--- src/rtl/uart_rx_fifo.sv ---
// 8N1 UART receiver (oversampled by a fixed divider) feeding a show-ahead FIFO.
// Define UART_RX_PARITY_EN to receive 8E1 frames and report parity errors.
module uart_rx_fifo #(
    parameter int DIV   = 868,
    parameter int DEPTH = 8
) (
    input  logic                   clk,
    input  logic                   rst,
    input  logic                   rx_i,
    output logic [7:0]             rx_data_o,
    output logic                   rx_valid_o,
    input  logic                   rx_ready_i,
    output logic [$clog2(DEPTH):0] level_o,
    output logic                   overrun_o,
    output logic                   frame_err_o,
    output logic                   parity_err_o
);

    localparam int AW = $clog2(DEPTH);
    localparam int LW = AW + 1;
    localparam int CW = $clog2(DIV);
    localparam logic [CW-1:0] C_HALF  = CW'(DIV / 2 - 1);
    localparam logic [CW-1:0] C_FULL  = CW'(DIV - 1);
    localparam logic [CW-1:0] C_ONE   = CW'(1);
    localparam logic [LW-1:0] C_DEPTH = LW'(DEPTH);

`ifdef UART_RX_PARITY_EN
    typedef enum logic [2:0] {S_IDLE, S_START, S_DATA, S_PARITY, S_STOP, S_BREAK} state_t;
`else
    typedef enum logic [2:0] {S_IDLE, S_START, S_DATA, S_STOP, S_BREAK} state_t;
`endif

    logic          r_sync1, r_sync2;
    logic          w_rxs;
    state_t        r_state, w_state_nxt;
    logic [CW-1:0] r_cnt, w_cnt_nxt;
    logic [7:0]    r_shift, w_shift_nxt;
    logic [2:0]    r_bits, w_bits_nxt;
    logic          w_push;
    logic          w_frame_err;
`ifdef UART_RX_PARITY_EN
    logic          r_par_bad, w_par_bad_nxt;
    logic          w_par_err;
    logic          r_par_err;
`endif

    logic [7:0]    r_mem [DEPTH];
    logic [LW-1:0] r_wr, r_rd;
    logic [LW-1:0] w_level;
    logic          w_full, w_pop, w_wr_en;
    logic          r_overrun, r_frame_err;

    always_ff @(posedge clk) begin
        if (rst) begin
            r_sync1 <= 1'b1;
            r_sync2 <= 1'b1;
        end else begin
            r_sync1 <= rx_i;
            r_sync2 <= r_sync1;
        end
    end

    assign w_rxs = r_sync2;

    always_ff @(posedge clk) begin
        if (rst) begin
            r_state <= S_BREAK;
            r_cnt   <= '0;
            r_shift <= '0;
            r_bits  <= '0;
`ifdef UART_RX_PARITY_EN
            r_par_bad <= 1'b0;
`endif
        end else begin
            r_state <= w_state_nxt;
            r_cnt   <= w_cnt_nxt;
            r_shift <= w_shift_nxt;
            r_bits  <= w_bits_nxt;
`ifdef UART_RX_PARITY_EN
            r_par_bad <= w_par_bad_nxt;
`endif
        end
    end

    always_comb begin
        w_state_nxt = r_state;
        w_cnt_nxt   = (r_cnt == '0) ? r_cnt : r_cnt - 1'b1;
        w_shift_nxt = r_shift;
        w_bits_nxt  = r_bits;
        w_push      = 1'b0;
        w_frame_err = 1'b0;
`ifdef UART_RX_PARITY_EN
        w_par_bad_nxt = r_par_bad;
        w_par_err     = 1'b0;
`endif
        case (r_state)
            S_IDLE: begin
                if (!w_rxs) begin
                    w_cnt_nxt   = C_HALF;
                    w_state_nxt = S_START;
                end
            end
            // IDLE reacts one cycle after the synchronizer output falls, so the
            // start sample fires at count 1 to stay centred on the start bit.
            S_START: begin
                if (r_cnt == C_ONE) begin
                    if (w_rxs) begin
                        w_state_nxt = S_IDLE;
                    end else begin
                        w_cnt_nxt   = C_FULL;
                        w_bits_nxt  = '0;
                        w_state_nxt = S_DATA;
`ifdef UART_RX_PARITY_EN
                        w_par_bad_nxt = 1'b0;
`endif
                    end
                end
            end
            S_DATA: begin
                if (r_cnt == '0) begin
                    w_shift_nxt = {w_rxs, r_shift[7:1]};
                    w_cnt_nxt   = C_FULL;
                    w_bits_nxt  = r_bits + 3'd1;
                    if (r_bits == 3'd7) begin
`ifdef UART_RX_PARITY_EN
                        w_state_nxt = S_PARITY;
`else
                        w_state_nxt = S_STOP;
`endif
                    end
                end
            end
`ifdef UART_RX_PARITY_EN
            S_PARITY: begin
                if (r_cnt == '0) begin
                    w_par_bad_nxt = w_rxs ^ (^r_shift);
                    w_cnt_nxt     = C_FULL;
                    w_state_nxt   = S_STOP;
                end
            end
`endif
            S_STOP: begin
                if (r_cnt == '0) begin
                    if (!w_rxs) begin
                        w_frame_err = 1'b1;
                        w_state_nxt = S_BREAK;
`ifdef UART_RX_PARITY_EN
                    end else if (r_par_bad) begin
                        w_par_err   = 1'b1;
                        w_state_nxt = S_IDLE;
`endif
                    end else begin
                        w_push      = 1'b1;
                        w_state_nxt = S_IDLE;
                    end
                end
            end
            S_BREAK: begin
                if (w_rxs) w_state_nxt = S_IDLE;
            end
            default: w_state_nxt = S_BREAK;
        endcase
    end

    // A pop in the same cycle frees the slot, so a push into a full FIFO still lands.
    assign w_level = r_wr - r_rd;
    assign w_full  = (w_level == C_DEPTH);
    assign w_pop   = rx_valid_o & rx_ready_i;
    assign w_wr_en = w_push & (~w_full | w_pop);

    always_ff @(posedge clk) begin
        if (w_wr_en) r_mem[r_wr[AW-1:0]] <= r_shift;
    end

    always_ff @(posedge clk) begin
        if (rst) begin
            r_wr        <= '0;
            r_rd        <= '0;
            r_overrun   <= 1'b0;
            r_frame_err <= 1'b0;
`ifdef UART_RX_PARITY_EN
            r_par_err   <= 1'b0;
`endif
        end else begin
            if (w_wr_en) r_wr <= r_wr + 1'b1;
            if (w_pop)   r_rd <= r_rd + 1'b1;
            r_overrun   <= w_push & w_full & ~w_pop;
            r_frame_err <= w_frame_err;
`ifdef UART_RX_PARITY_EN
            r_par_err   <= w_par_err;
`endif
        end
    end

    assign rx_valid_o  = (w_level != '0);
    assign rx_data_o   = rx_valid_o ? r_mem[r_rd[AW-1:0]] : 8'h00;
    assign level_o     = w_level;
    assign overrun_o   = r_overrun;
    assign frame_err_o = r_frame_err;
`ifdef UART_RX_PARITY_EN
    assign parity_err_o = r_par_err;
`else
    assign parity_err_o = 1'b0;
`endif

endmodule
--- config.mk ---
export PLATFORM = sky130hd
export DESIGN_NAME = uart_rx_fifo
export DESIGN_NICKNAME = d
export VERILOG_FILES = /design/src/rtl/uart_rx_fifo.sv
export SDC_FILE = /design/constraint.sdc
export NUM_CORES = 1
export LEC_CHECK = 0
export CAP_MARGIN = 20
export CORE_AREA = 2 2 87 89
export DETAILED_ROUTE_END_ITERATION = 7
export DIE_AREA = 0 0 89 91
export PLACE_DENSITY = 0.83
export SKIP_CTS_REPAIR_TIMING = 1
export SLEW_MARGIN = 20
export SYNTH_ARGS = -nofsm -noshare
export SYNTH_HDL_FRONTEND = slang
export SYNTH_SLANG_ARGS = --single-unit
--- constraint.sdc ---
create_clock -name clk -period 6.1 [get_ports clk]
set_input_delay 0.61 -clock clk [delete_from_list [all_inputs] [get_ports clk]]
set_output_delay 0.61 -clock clk [all_outputs]
set_load 0.02 [all_outputs]
==> results of run 1 <==
sequential cells by signal (all words and copies together) (netlist names), named ones only:
register and flops:
overrun_o 1, r_sync2 1, r_shift 8, r_mem 64, r_sync1 1, r_rd 4
r_cnt 10, r_bits 3, r_wr 4, frame_err_o 1, r_state 3
final timing paths:
| kind | slack [ns] | startpoint | to | cells past startpoint |
|---|---|---|---|---|
| setup / recovery | 2.24 | r_wr[0] | rx_data_o[4] | 7 |
| hold / removal | 0.43 | r_sync1 | r_sync2 | 1 |
| setup reg to reg | 2.78 | r_wr[0] | r_mem[6][1] | 8 |
| hold reg to reg | 0.43 | r_sync1 | r_sync2 | 1 |
cell usage after synthesis (all sizes together), types with 2 or more instances:
| cell type | n |
|---|---|
| edfxtp | 64 |
| dfxtp | 39 |
| nor2 | 35 |
| mux2i | 19 |
| a21oi | 18 |
| mux4 | 16 |
| nand2 | 14 |
| inv | 12 |
| nor3 | 12 |
| ha | 11 |
| nand3 | 11 |
| buf | 10 |
| nor4 | 9 |
| o21ai | 8 |
| clkbuf | 7 |
| xnor2 | 6 |
| a21o | 4 |
| or3 | 4 |
| a211oi | 3 |
| nand4 | 3 |
| or2 | 3 |
| or4 | 3 |
| a31oi | 2 |
| mux2 | 2 |
| nand2b | 2 |
| nand3b | 2 |
| nor2b | 2 |
| o21a | 2 |
| xor2 | 2 |
cell type report:
cell class / instances / area [sq um]
flip-flops and latches: 103 / 2700
fillers: 515 / 2100
multi-input cells: 207 / 1700
repair buffers: 24 / 225
clock buffers: 11 / 153
well taps: 99 / 124
clock inverters: 5 / 86.3
inverters: 12 / 45.0
worst reg2reg max path, delay by kind of cell (launching register included):
kind	cells	cell delay, ns
AOI/OAI and AO/OA	1	0.34
xor gates and xnor gates	1	0.37
DFF	1	0.52
buffers and inverters	1	0.16
and+or+nand+nor	3	0.94
adders and majority gates	2	0.63
cells by family (layout without fill, tap and decap cells):
kind of cell / Yosys count / after routing / synth area share [%]
buffers and inverters: 29 / 52 / 2.74
and+or+nand+nor: 107 / 107 / 13.3
DFF: 103 / 103 / 59.9
AOI/OAI and AO/OA: 42 / 42 / 6.21
other: 1 / 1 / 0.0831
xor gates and xnor gates: 8 / 8 / 1.55
adders and majority gates: 12 / 12 / 3.49
muxes: 37 / 37 / 12.7
routing by layer:
layer	GRT usage, %	wire (um)	part of all wire (%)	up-vias
met3	5.00	327	4.0	15
met5	0	0	0	-
met4	8.21	173	2.1	0
met1	29.0	3460	42	1345
met2	37.8	4320	52	57
li1	-	-	-	1311
report_power, final:
group          internal (mW)  switching, mW
clock network          0.261          0.227
logic                  0.335          0.370
registers              0.765         0.0759
per-stage QoR:
step | setup slack [ns] | hold slack (ns) | instance area [sq um] | utilization, % | total power, mW
finish | 2.24 | 0.426 | 5040 | 70.6 | 2.03
global route | 2.01 | 0.451 | 5040 | 70.6 | 2.15
CTS | 2.23 | 0.433 | 5020 | 70.3 | 2.05
floorplan | 2.62 | 0.389 | 4510 | - | 1.36
detailed placement | 2.49 | 0.410 | 4780 | 67.0 | 1.57
global placement | 2.60 | 0.393 | 4780 | 66.9 | 1.54
==> flow_metrics.tcl, run 1 <==
set metrics [dict create \
    status "finished, final reports clean" \
    vias 2728 \
    critPathTopFamily "adder cells" \
    min_path_type "flip-flop to flip-flop" \
    clkSinkCount 103 \
    critPathCaptureType "primary output" \
    root_buffer "clkbuf_8" \
    area_growth_pct 11.6 \
    grtUsageTotal_pct 22.7 \
    antenna_found_initial 0 \
    ys.flop_type "edfxtp_1" \
    drive_gt1_share_pct 16.3 \
    critPathRequiredTime_ns 5.49 \
    drc 0 \
    final_common_cell "edfxtp_1" \
    tns_ns 0 \
    syn_inst 339 \
    cp_cell_sequence "inv_1 -> ha_1 -> fa_1 -> nand2_1 -> a211oi_4 -> nor2_1 -> clkdlybuf4s50_1" \
    first_pass_iters 4 \
    postRouteAntennaNets 0 \
    ys_types 56 \
    dpl.hpwl_um 5680 \
    min_period_over_period_pct 63.3 \
    rsz0062_at_grt "false" \
    critical_path.max_fanout 17 \
    critPathSlowestCell "a211oi_4" \
    report.final.slew_viol_count 0 \
    leakagePower_nw 1.76 \
    via_per_inst 5.92 \
    grt_pass1_wl_um 13400 \
    initial_core_util_pct 63.2 \
    worstMarginPinSlew_ns 0.953 \
    avgSynthCellArea_sq_um 13.3 \
    path_buf_inv 2 \
    grt_max_degree 30 \
    cts_made_buffers 9 \
    die_x_um 89 \
    core_sq_mm 0.00714 \
    cts_max_level 3 \
    critPathKind "flip-flop to primary output" \
    max_slew_margin_pct 35.9 \
    critPathLaunchType "flip-flop" \
    ys_ff_latch 103 \
    hold_viol 0 \
    die_area_sq_mm 0.00810 \
    synth_area_sq_mm 0.00451 \
    nets 373 \
    synth_top_area_cell "edfxtp_1" \
    final_cell_mix "64 x edfxtp_1, 38 x dfxtp_1, 34 x nor2_1, 19 x mux2i_1" \
    fin_worst_skew_ns 0.00922 \
    drv_cap 0 \
    fin_crit_ns 3.86 \
    finalSetupViolations 0 \
    ios 20 \
    synth_edf_count 64 \
    grt.overflow.total 0 \
    gp_congestion 0.883 \
    cp.arrival_ns 3.25 \
    powerDensity_mw_per_mm2 403 \
    grt_pass1_vias 2715 \
    yosys-top-cells-area "edfxtp_1 43%, dfxtp_1 17%, mux4_2 8.0%, mux2i_1 4.2%, ha_1 3.0%" \
    diodes 0 \
    cpPeakStageDelay_ns 0.63 \
    finalNonFillerCells 461 \
    clk_latency_ns 0.36 \
    seq_area_frac_synth_pct 59.9 \
    tritoncts "done" \
    drt-initial-drc-count 173 \
    async_flop_share_pct 0 \
    clk_pin_slew_ns 0.10 \
    wl_um 8280 \
    num_rows 31 \
    syn_nets 355 \
    dp_cells 444 \
    fp.dieH_um 91 \
    ir_drop_v 0.000243 \
    clock.fmax_mhz 259 \
    clock_path_buffers 2 \
    synth_warnings 0 \
    synth_top_area_share_pct 42.6 \
    avgRoutedWirePerCell_um 18.0 \
    numPortBuffers 18 \
]
No activity file was read; power rests on OpenSTA's default activity.
==> inputs of run 2 (changes only) <==
--- a/config.mk
+++ b/config.mk
@@ -6,10 +6,10 @@
 export NUM_CORES = 1
 export LEC_CHECK = 0
 export CAP_MARGIN = 20
-export CORE_AREA = 2 2 87 89
+export CORE_AREA = 2 2 90 92
 export DETAILED_ROUTE_END_ITERATION = 7
-export DIE_AREA = 0 0 89 91
-export PLACE_DENSITY = 0.83
+export DIE_AREA = 0 0 92 94
+export PLACE_DENSITY = 0.78
 export SKIP_CTS_REPAIR_TIMING = 1
 export SLEW_MARGIN = 20
 export SYNTH_ARGS = -nofsm -noshare
==> constraint.sdc (replaced) <==
create_clock -name clk -period 3.6 [get_ports clk]
set_input_delay 0.36 -clock clk [delete_from_list [all_inputs] [get_ports clk]]
set_output_delay 0.36 -clock clk [all_outputs]
set_load 0.02 [all_outputs]
==> run 2 against run 1 <==
Count of clock-buffer cells in the layout fell by 2. Worst hold slack got worse by 0.0063 ns. First-iteration DRC count decreased by 9.2%. Non-clock buffer count grew 7. Via count is 0.70% higher. Clock power up 34%. Sequential power up 65%. Clock skew increased by 0.0058 ns. Critical path type unchanged.
==> flow_metrics.tcl, run 2 (synthesis gave the netlist of run 1 again) <==
set metrics [dict create \
    finalSetupViolations 0 \
    critPathSlowestCell "clkdlybuf4s50_1" \
    holdPathEnd "r_sync2" \
    numPortBuffers 18 \
    nets 380 \
    critPathRequiredTime_ns 3.24 \
    core_sq_mm 0.00761 \
    drc 0 \
    report.final.slew_viol_count 0 \
    wl_um 8610 \
    final_common_cell "edfxtp_1" \
    dpl_cell_area_sq_mm 0.00484 \
    grt_pass1_vias 2739 \
    grt_pass1_wl_um 14000 \
    rsz0062_at_grt "false" \
    total_power_mw 3.32 \
    area_growth_pct 11.2 \
    cp_cell_sequence "inv_1 -> ha_1 -> fa_1 -> xnor2_1 -> a211oi_4 -> buf_4 -> nor2_1 -> clkdlybuf4s50_1" \
    dp_cells 455 \
    min_period_over_period_pct 95.5 \
    fin_crit_ns 3.44 \
    r2r-end "r_mem[4][7]" \
    clk_latency_ns 0.37 \
    antenna_found_initial 0 \
    finish.utilization_pct 66.0 \
    min_path_type "flip-flop to flip-flop" \
    finalNonFillerCells 471 \
    drive_gt1_share_pct 17.1 \
    ios 20 \
    hold_viol 0 \
    die_area_sq_mm 0.00865 \
    num_rows 32 \
    final_area_sq_mm 0.00502 \
    grtUsageTotal_pct 21.8 \
    worst-r2r-cell-count 9 \
    tns_ns 0 \
    clock_path_buffers 2 \
    via_per_inst 5.83 \
    drt-initial-drc-count 157 \
    diodes 0 \
    die_x_um 92 \
    largest_reg_flops 64 \
    cpPeakStageDelay_ns 0.62 \
    drv_cap 0 \
    first_pass_iters 4 \
    grt_max_degree 27 \
    critPathKind "flip-flop to primary output" \
    worstMarginPinSlew_ns 0.996 \
    initial_core_util_pct 59.3 \
    cts_max_level 3 \
    clock.fmax_mhz 291 \
    cp.arrival_ns 3.08 \
    fill_cells 568 \
    cts_made_buffers 9 \
    status "finished, final reports clean" \
    gp_congestion 0.878 \
    dpl.hpwl_um 5640 \
    r2r_start "r_wr[0]" \
    max_slew_margin_pct 33.0 \
    critPathCaptureType "primary output" \
    fin_worst_skew_ns 0.0150 \
    final_cell_mix "64 x edfxtp_1, 39 x dfxtp_1, 34 x nor2_1, 19 x mux2i_1" \
    hp-start "r_sync1" \
    root_buffer "clkbuf_8" \
    critical_path.max_fanout 17 \
    clk_pin_slew_ns 0.09 \
    avgRoutedWirePerCell_um 18.3 \
    postRouteAntennaNets 0 \
    fp.dieH_um 94 \
    leakagePower_nw 1.76 \
    clkSinkCount 103 \
    grt.overflow.total 0 \
    tritoncts "done" \
    regToRegSetupSlack_ns 0.52 \
    hold-path-cell-count 1 \
    ir_drop_v 0.000373 \
    critPathLaunchType "flip-flop" \
    vias 2747 \
    powerDensity_mw_per_mm2 661 \
]
-- run 2: cell types whose count changed in the layout (fill, tap and decap cells not counted), sizes merged --
cell      change
inv           -1
clkinvlp      +2
bufinv        -2
buf           +7
clkbuf        -2
clkinv        +3
-- run 2: per-layer routing --
metal / GRT usage, % / routed length, um / vias up
li1: - / - / 1316
met1: 28.6 / 3700 / 1357
met2: 36.8 / 4390 / 66
met3: 3.29 / 418 / 8
met4: 8.71 / 97 / 0
met5: 0 / 0 / -
-- run 2: worst max-delay path, delay by kind of cell, from the launching register on --
kind,cells,cell delay (ns)
flip-flops,1,0.50
adder cells (fa/ha/maj),2,0.63
XOR/XNOR,1,0.39
AND/OR/NAND/NOR,1,0.16
buffers and inverters,3,0.99
AO/OA/AOI/OAI,1,0.04
-- run 2: area by class of cell --
type                    instances  area [sq um]  area share (%)
clock buffers                   9           124            2.47
repair buffers                 31           278            5.53
multi-input cells             207          1690            33.6
inverters                      12          45.0           0.898
flip-flops and latches        103          2700            53.9
clock inverters                 7          55.1            1.10
well taps                     102           128            2.54
-- run 2: worst max path at each step --
stage,from,to
finish,r_wr[0],rx_data_o[1]
global route,r_wr[0],rx_data_o[1]
CTS,r_wr[0],rx_data_o[1]
detailed placement,r_wr[0],rx_data_o[1]
global placement,r_wr[2],rx_valid_o
floorplan,r_wr[0],r_mem[0][0]
-- run 2: report_power, final --
group / switching (mW) / internal [mW]
Combinational: 0.674 / 0.599
Sequential: 0.0920 / 1.30
Clock: 0.398 / 0.257
Total: 1.16 / 2.15
-- run 2: per-stage QoR --
stage	hold WS, ns	worst slack, ns
after floorplan	0.389	0.123
after global placement	0.394	0.696
after detailed placement	0.398	0.597
after CTS	0.422	0.182
after global routing	0.437	0.0111
final	0.420	0.163
